[src/rtl/tia_phase_gen.sv]
// Two-phase non-overlapping strobe generator for the TIA dynamic shift-register
// clocking (s1/s2). Each phase cycle is DIV clocks: s1, gap, s2, gap.
module tia_phase_gen #(
    parameter int DIV = 4
) (
    input  logic clk,
    input  logic reset_n,
    input  logic run,
    input  logic sync,
    output logic s1,
    output logic s2,
    output logic busy,
    output logic cycle_done
);

    localparam int H  = DIV / 2;
    localparam int CW = (DIV > 1) ? $clog2(DIV) : 1;

    localparam logic [CW-1:0] CNT_LAST  = CW'(DIV - 1);
    localparam logic [CW-1:0] CNT_GAP1  = CW'(H - 1);
    localparam logic [CW-1:0] CNT_S2LO  = CW'(H);
    localparam logic [CW-1:0] CNT_ZERO  = '0;
    localparam logic [CW-1:0] CNT_ONE   = CW'(1);

    typedef enum logic [1:0] {
        IDLE  = 2'd0,
        RUN   = 2'd1,
        DRAIN = 2'd2,
        GAP   = 2'd3
    } state_t;

    state_t        state;
    state_t        state_next;
    logic [CW-1:0] cnt;
    logic [CW-1:0] cnt_next;

    logic phase_next;
    logic s1_next;
    logic s2_next;
    logic busy_next;
    logic cycle_done_next;

    always_ff @(posedge clk or negedge reset_n) begin
        if (!reset_n) begin
            state <= IDLE;
            cnt   <= CNT_ZERO;
        end else begin
            state <= state_next;
            cnt   <= cnt_next;
        end
    end

    // sync overrides everything; otherwise stopping only ever happens at the
    // cycle boundary so a started strobe is never cut short.
    always_comb begin
        state_next = state;
        cnt_next   = cnt;
        if (sync) begin
            state_next = GAP;
            cnt_next   = CNT_ZERO;
        end else begin
            case (state)
                IDLE: begin
                    if (run) begin
                        state_next = RUN;
                        cnt_next   = CNT_ZERO;
                    end
                end
                GAP: begin
                    state_next = run ? RUN : IDLE;
                    cnt_next   = CNT_ZERO;
                end
                RUN: begin
                    if (cnt == CNT_LAST) begin
                        cnt_next = CNT_ZERO;
                        if (!run) begin
                            state_next = IDLE;
                        end
                    end else begin
                        cnt_next = cnt + CNT_ONE;
                        if (!run) begin
                            state_next = DRAIN;
                        end
                    end
                end
                DRAIN: begin
                    if (cnt == CNT_LAST) begin
                        state_next = IDLE;
                        cnt_next   = CNT_ZERO;
                    end else begin
                        cnt_next = cnt + CNT_ONE;
                        if (run) begin
                            state_next = RUN;
                        end
                    end
                end
                default: begin
                    state_next = IDLE;
                    cnt_next   = CNT_ZERO;
                end
            endcase
        end
    end

    // Outputs are decoded from the next state and registered, so the strobes
    // come straight off flops and line up with the state they describe.
    always_comb begin
        phase_next      = (state_next == RUN) || (state_next == DRAIN);
        s1_next         = phase_next && (cnt_next < CNT_GAP1);
        s2_next         = phase_next && (cnt_next >= CNT_S2LO) && (cnt_next < CNT_LAST);
        busy_next       = (state_next != IDLE);
        cycle_done_next = phase_next && (cnt_next == CNT_LAST);
    end

    always_ff @(posedge clk or negedge reset_n) begin
        if (!reset_n) begin
            s1         <= 1'b0;
            s2         <= 1'b0;
            busy       <= 1'b0;
            cycle_done <= 1'b0;
        end else begin
            s1         <= s1_next;
            s2         <= s2_next;
            busy       <= busy_next;
            cycle_done <= cycle_done_next;
        end
    end

    a_non_overlap: assert property (@(posedge clk) disable iff (!reset_n) !(s1 && s2));

    a_done_in_gap: assert property (@(posedge clk) disable iff (!reset_n)
        cycle_done |-> (!s1 && !s2 && busy));

endmodule

[config.mk]
export PLATFORM = sky130hd
export DESIGN_NAME = tia_phase_gen
export DESIGN_NICKNAME = d
export VERILOG_FILES = /design/src/rtl/tia_phase_gen.sv
export SDC_FILE = /design/constraint.sdc
export NUM_CORES = 1
export LEC_CHECK = 0
export ABC_CLOCK_PERIOD_IN_PS = 4800
export CORE_AREA = 10 10 47 49
export CTS_CLUSTER_DIAMETER = 80
export DETAILED_ROUTE_END_ITERATION = 7
export DIE_AREA = 0 0 57 59
export MAX_ROUTING_LAYER = met4
export SETUP_SLACK_MARGIN = 0.1
export SYNTH_ARGS = -nofsm -noshare
export SYNTH_HDL_FRONTEND = slang
export SYNTH_SLANG_ARGS = --single-unit
[constraint.sdc]
create_clock -name clk -period 4.8 [get_ports clk]
set_input_delay 0.72 -clock clk [delete_from_list [all_inputs] [get_ports clk]]
set_output_delay 0.72 -clock clk [all_outputs]
set_load 0.01 [all_outputs]
Yosys cells after proc, flatten, opt, wreduce, memory -nomap -nowiden
Cells that the tools add are included.
{"block": "word_totals", "inputBits": 4, "elab_cells": 37, "output_inout_bits": 4, "reg_bits": 8}
{"block": "op_classes", "n_mux": 12, "magnitude_cmp": 3, "n_eq_ne": 7, "n_reduce_logical": 8, "n_addsub": 1}
{"op": "2-bit 2-to-1 mux", "count": 9}
{"op": "2-bit == test (second input constant)", "count": 5}
{"op": "2-bit one-hot mux with 4 select lines", "count": 1}
{"op": "2-bit one-hot mux with 3 select lines", "count": 1}
{"op": "2-bit by 1-bit == test with 1-bit output (second input constant)", "count": 2}
{"op": "1-bit logical AND", "count": 4}
{"op": "2-bit by 1-bit adder with 2-bit output (second input constant)", "count": 1}
{"op": "2-bit greater-or-equal comparator (second input constant)", "count": 1}
{"op": "2-bit logical NOT", "count": 1}
{"op": "2-bit by 1-bit less-than comparator with 1-bit output (second input constant)", "count": 1}
{"op": "2-bit less-than comparator (second input constant)", "count": 1}
{"op": "2-bit nonzero test", "count": 1}
{"op": "2-bit OR reduction", "count": 1}
{"op": "1-bit logical OR", "count": 1}
{"op": "1-bit 2-to-1 mux", "count": 1}

Longest topological paths before layout
{"block": "logic_depth", "word_depth": 8, "ltp_mapped": 7, "depth_no_buf": 7}

Least setup slack after synthesis
No wires, ideal clock.
{"block": "synth_timing", "path_type": "reg2reg", "from": "register state[1]", "to": "register cycle_done", "slack_ps": 3156, "arrival_time_ps": 1511, "n_path_buf": 0, "required_ps": 4667, "stages_incl_launch_ff": 7, "setup_time_ps": 133, "period_less_slack_ps": 1644, "cell_sequence": "dfrtp_1 inv_1 ha_1 nor2_1 o311a_1 ha_1 nor3b_1"}
{"block": "synth_between", "elab_chain_cells": 7, "elab_cells_between_ends": 19, "cone_classes": "eq/ne: 6; mux: 9; reduce/logical: 4"}
{"element": "start, declared", "line": "32", "source": "state_t state;"}
{"element": "start signal, assigned", "line": "48", "source": "state <= state_next;"}
{"element": "2-bit 2-to-1 mux (on tied branches)"}
{"element": "2-bit 2-to-1 mux (on tied branches)", "line": "87, 74"}
{"element": "2-bit one-hot mux with 4 select lines", "line": "62", "source": "case (state)"}
{"element": "2-bit 2-to-1 mux", "line": "58", "source": "if (sync) begin"}
{"element": "2-bit by 1-bit == test with 1-bit output or 2-bit == test (tied branches)", "line": "108", "source": "phase_next = (state_next == RUN) || (state_next == DRAIN);"}
{"element": "1-bit logical OR", "line": "108"}
{"element": "1-bit logical AND *", "line": "112", "source": "cycle_done_next = phase_next && (cnt_next == CNT_LAST);"}
{"element": "via cycle_done_next", "line": "41", "source": "logic cycle_done_next;"}
{"element": "end signal, assigned", "line": "125", "source": "cycle_done <= cycle_done_next;"}
{"element": "end, declared", "line": "13", "source": "output logic cycle_done"}
The timed path passes the listed nets; every way through them passes the cells marked *.

Worst setup path in the final report
{"block": "layout_timing", "from": "input port run", "to": "register cycle_done"}
{"block": "layout_between", "elab_chain_cells": 7, "elab_cells_between_ends": 16, "cone_classes": "eq/ne: 3; mux: 11; reduce/logical: 2"}
{"element": "start, declared", "line": "8", "source": "input logic run,"}
{"element": "2-bit 2-to-1 mux (on tied branches)"}
{"element": "2-bit 2-to-1 mux (on tied branches)", "line": "87, 74"}
{"element": "2-bit one-hot mux with 4 select lines", "line": "62"}
{"element": "2-bit 2-to-1 mux", "line": "58"}
{"element": "2-bit by 1-bit == test with 1-bit output or 2-bit == test (tied branches)", "line": "108"}
{"element": "1-bit logical OR", "line": "108"}
{"element": "1-bit logical AND *", "line": "112"}
{"element": "via cycle_done_next", "line": "41"}
Marked as above.

==> reports/metrics.csv <==
metric;value;unit
status;completed;
Yosys top cell area share;0.4611;
cell-by-cell trace of the critical path;clkdlybuf4s50_1, inv_1, a31oi_1, o311a_1, ha_1, nor3b_1;
Crit path largest cell delay;0.56;ns
commonest non-fill, non-tap cell in the layout;dfrtp_1;
Synth cell types;19;
multiplexer share of the synthesized area;0;
Routed WL;829;microns
reg-to-reg setup timing slack;2.99;ns
clk_lat worst skew;0.25;ns
share of layout cells above drive strength 1;0.1000;
vias per cell;4.955;
Compound-Gate Fraction of Synth Area;0.1441;
width of the chip;57;microns
clock share of power;0.255;
Crit Path Category;in2reg;
crit path capture type;register;
switching power of the nets;58.77;uW
ANT cells;0;
Pwr per Cell Area;357.8;nW/um^2
CP Max Fanout;6;
num ports;8;
slew margin rel.;0.7453;
CP startpoint kind;primary input;
Critical Path AT;2.14;ns
Final Hold Vio Count;0;
Leakage;0.0002651;uW
CP required;4.92;ns
Yosys reg bits;8;
die height;59;microns
synthesized area per cell;10.85;sq um
TritonCTS buffer count;3;
htree depth;1;
Clock Tree Root;clkbuf_4;
area grow syn2layout;25.94;%
combinational cell fraction of total power;0.314;
DIE AREA;3363;sq um
sequential power share;0.431;
DRT antenna net count;0;
Post-CTS Setup Inserts;0;
CTS sink count;8;
Int Pwr;136.8;uW
Fmax;494.6;MHz
DP Wirelength;632.9;microns
fin crit period;2.022;ns
CTS tree;done;
Filler Cell Count;155;
met3 Use GR;0.01288;
PortBufs;7;
Syn Std Cell Area;434.2;sq um
Adder-Cell Fraction of Synth Area;0.1729;
most frequent cells in the layout;8 x dfrtp_1, 7 x clkdlybuf4s50_1, 6 x ha_1;
Slew @ Worst Pin;0.3809;ns
largest net degree at the start of global routing;9;
core area;1401;sq um
Synth Area in Simple Gates;0.1787;
worst hold path class;reg2reg;
crit path max-delay cell type;clkdlybuf4s50_1;
# nets final;62;
initial antenna violation count;0;
Post-Syn Nets;50;
GPL Wtd Cong;0.7188;
Initial DRC Count;3;
Starting Density;0.3098;
via count;327;
post-route setup TNS;0;ns
period utilization;0.4212;
Yosys warning total;0;
# setup viols final;0;
Pwr Total;195.6;uW
Post-Syn Instances;40;
Seq/Total Area, Yosys;0.4611;
peak supply drop;177.2;uV
Setup Skew;0.0007718;ns
clk slew on worst S/H paths;0.05;ns
Bufs on Longest Clock Path;2;
largest cells by area after synthesis;dfrtp_1 46%, ha_1 17%, a31oi_1 4.3%;
global-route wire length before repair;1.455;mm
post-synth top area cell;dfrtp_1;
met2 Use GR;0.08062;
unrepaired setup endpoints after global routing;false;
Cell Rows;14;
drt pass-1 iters;4;
Slew Viols, Final;0;
switching share of power;0.3005;
cts repair resizes;0;
gr ovfl total;0;
max cap viols;0;
most used routing layer;met2;
DRC;0;
drt wl/cell;12.56;microns
Post-Synth XOR/XNOR Area;0;
largest family of logic cells by synthesized area;simple AND/OR/NAND/NOR gates;
vias in the first global route;366;
grt met1 use;0.06483;
Post-CTS Hold Fix Bufs;0;
Total GRT Usage;0.05531;
[sequential cells by signal, summed over array words and instances (netlist names)]
signal and count:
busy 1, cnt 2, cycle_done 1, s1 1, s2 1, state 2
[cell families (layout without fill, tap and decap cells)]
| family | Yosys count | in the layout |
|---|---|---|
| AND/OR/NAND/NOR | 13 | 13 |
| buffers and inverters | 5 | 15 |
| AO/OA/AOI/OAI | 8 | 8 |
| adder cells (fa/ha/maj) | 6 | 6 |
| flip-flops | 8 | 8 |
[final cells by class]
class / instances / area, sq um / area share
repair buffers: 7 / 70.07 / 0.1281
multi-input cells: 27 / 215.2 / 0.3936
flip-flops and latches: 8 / 200.2 / 0.3661
clock buffers: 3 / 22.52 / 0.04119
inverters: 5 / 18.77 / 0.03432
well taps: 16 / 20.02 / 0.03661
[power groups by stage]
stage	Combinational (uW)	Clock, uW	Sequential, uW
after global routing	71.4	56.6	85.6
after detailed placement	61.6	0	85.4
final	61.4	49.9	84.2
after floorplan	36.5	0	86.7
after CTS	62.5	53.3	84.4
after global placement	61.5	0	85.5
[synthesized netlist by cell type (all sizes together)]
| library cell | number |
|---|---|
| or3 | 1 |
| ha | 6 |
| nand4b | 1 |
| nor4bb | 1 |
| o311a | 1 |
| nor3b | 1 |
| a31oi | 3 |
| dfrtp | 8 |
| nor3 | 1 |
| nor4b | 1 |
| inv | 5 |
| and3 | 1 |
| o22a | 1 |
| nor2 | 5 |
| o311ai | 1 |
| a21oi | 1 |
| o211a | 1 |
| nor2b | 1 |
[worst max-delay path, delay by kind of cell]
family	cells	cell delay (ns)
buffers and inverters	2	0.67
AOI/OAI and AO/OA	2	0.37
adders and majority gates	1	0.24
and+or+nand+nor	1	0.14
[worst paths after layout]
check / endpoint / depth (start not counted) / from
hold reg to reg: cnt[0] / 2 / cnt[0]
hold / removal: cnt[0] / 2 / cnt[0]
max in group asynchronous: s1 / 1 / reset_n
setup reg to reg: cycle_done / 7 / state[1]
setup / recovery: cycle_done / 6 / run
min in group asynchronous: cnt[1] / 1 / reset_n
[routing by layer]
metal  up-vias  part of all wire
li1        167                 -
met1       156              0.47
met2         4              0.50
met3         0             0.029
met5         -                 0
met4         0                 0
[stage by stage]
step / cell area (sq um) / setup slack, ns / hold slack (ns) / std cells / utilization
2_1_floorplan: 434.2 / 3.156 / 0.4244 / 40 / -
3_3_place_gp: 524.3 / 2.523 / 0.6420 / 63 / 0.3741
3_5_place_dp: 524.3 / 2.519 / 0.6572 / 63 / 0.3741
4_1_cts: 546.8 / 2.779 / 0.6833 / 66 / 0.3902
5_1_grt: 546.8 / 2.700 / 0.7430 / 66 / 0.3902
6_report: 546.8 / 2.778 / 0.6752 / 66 / 0.3902
(Power assumes the default switching activity.)
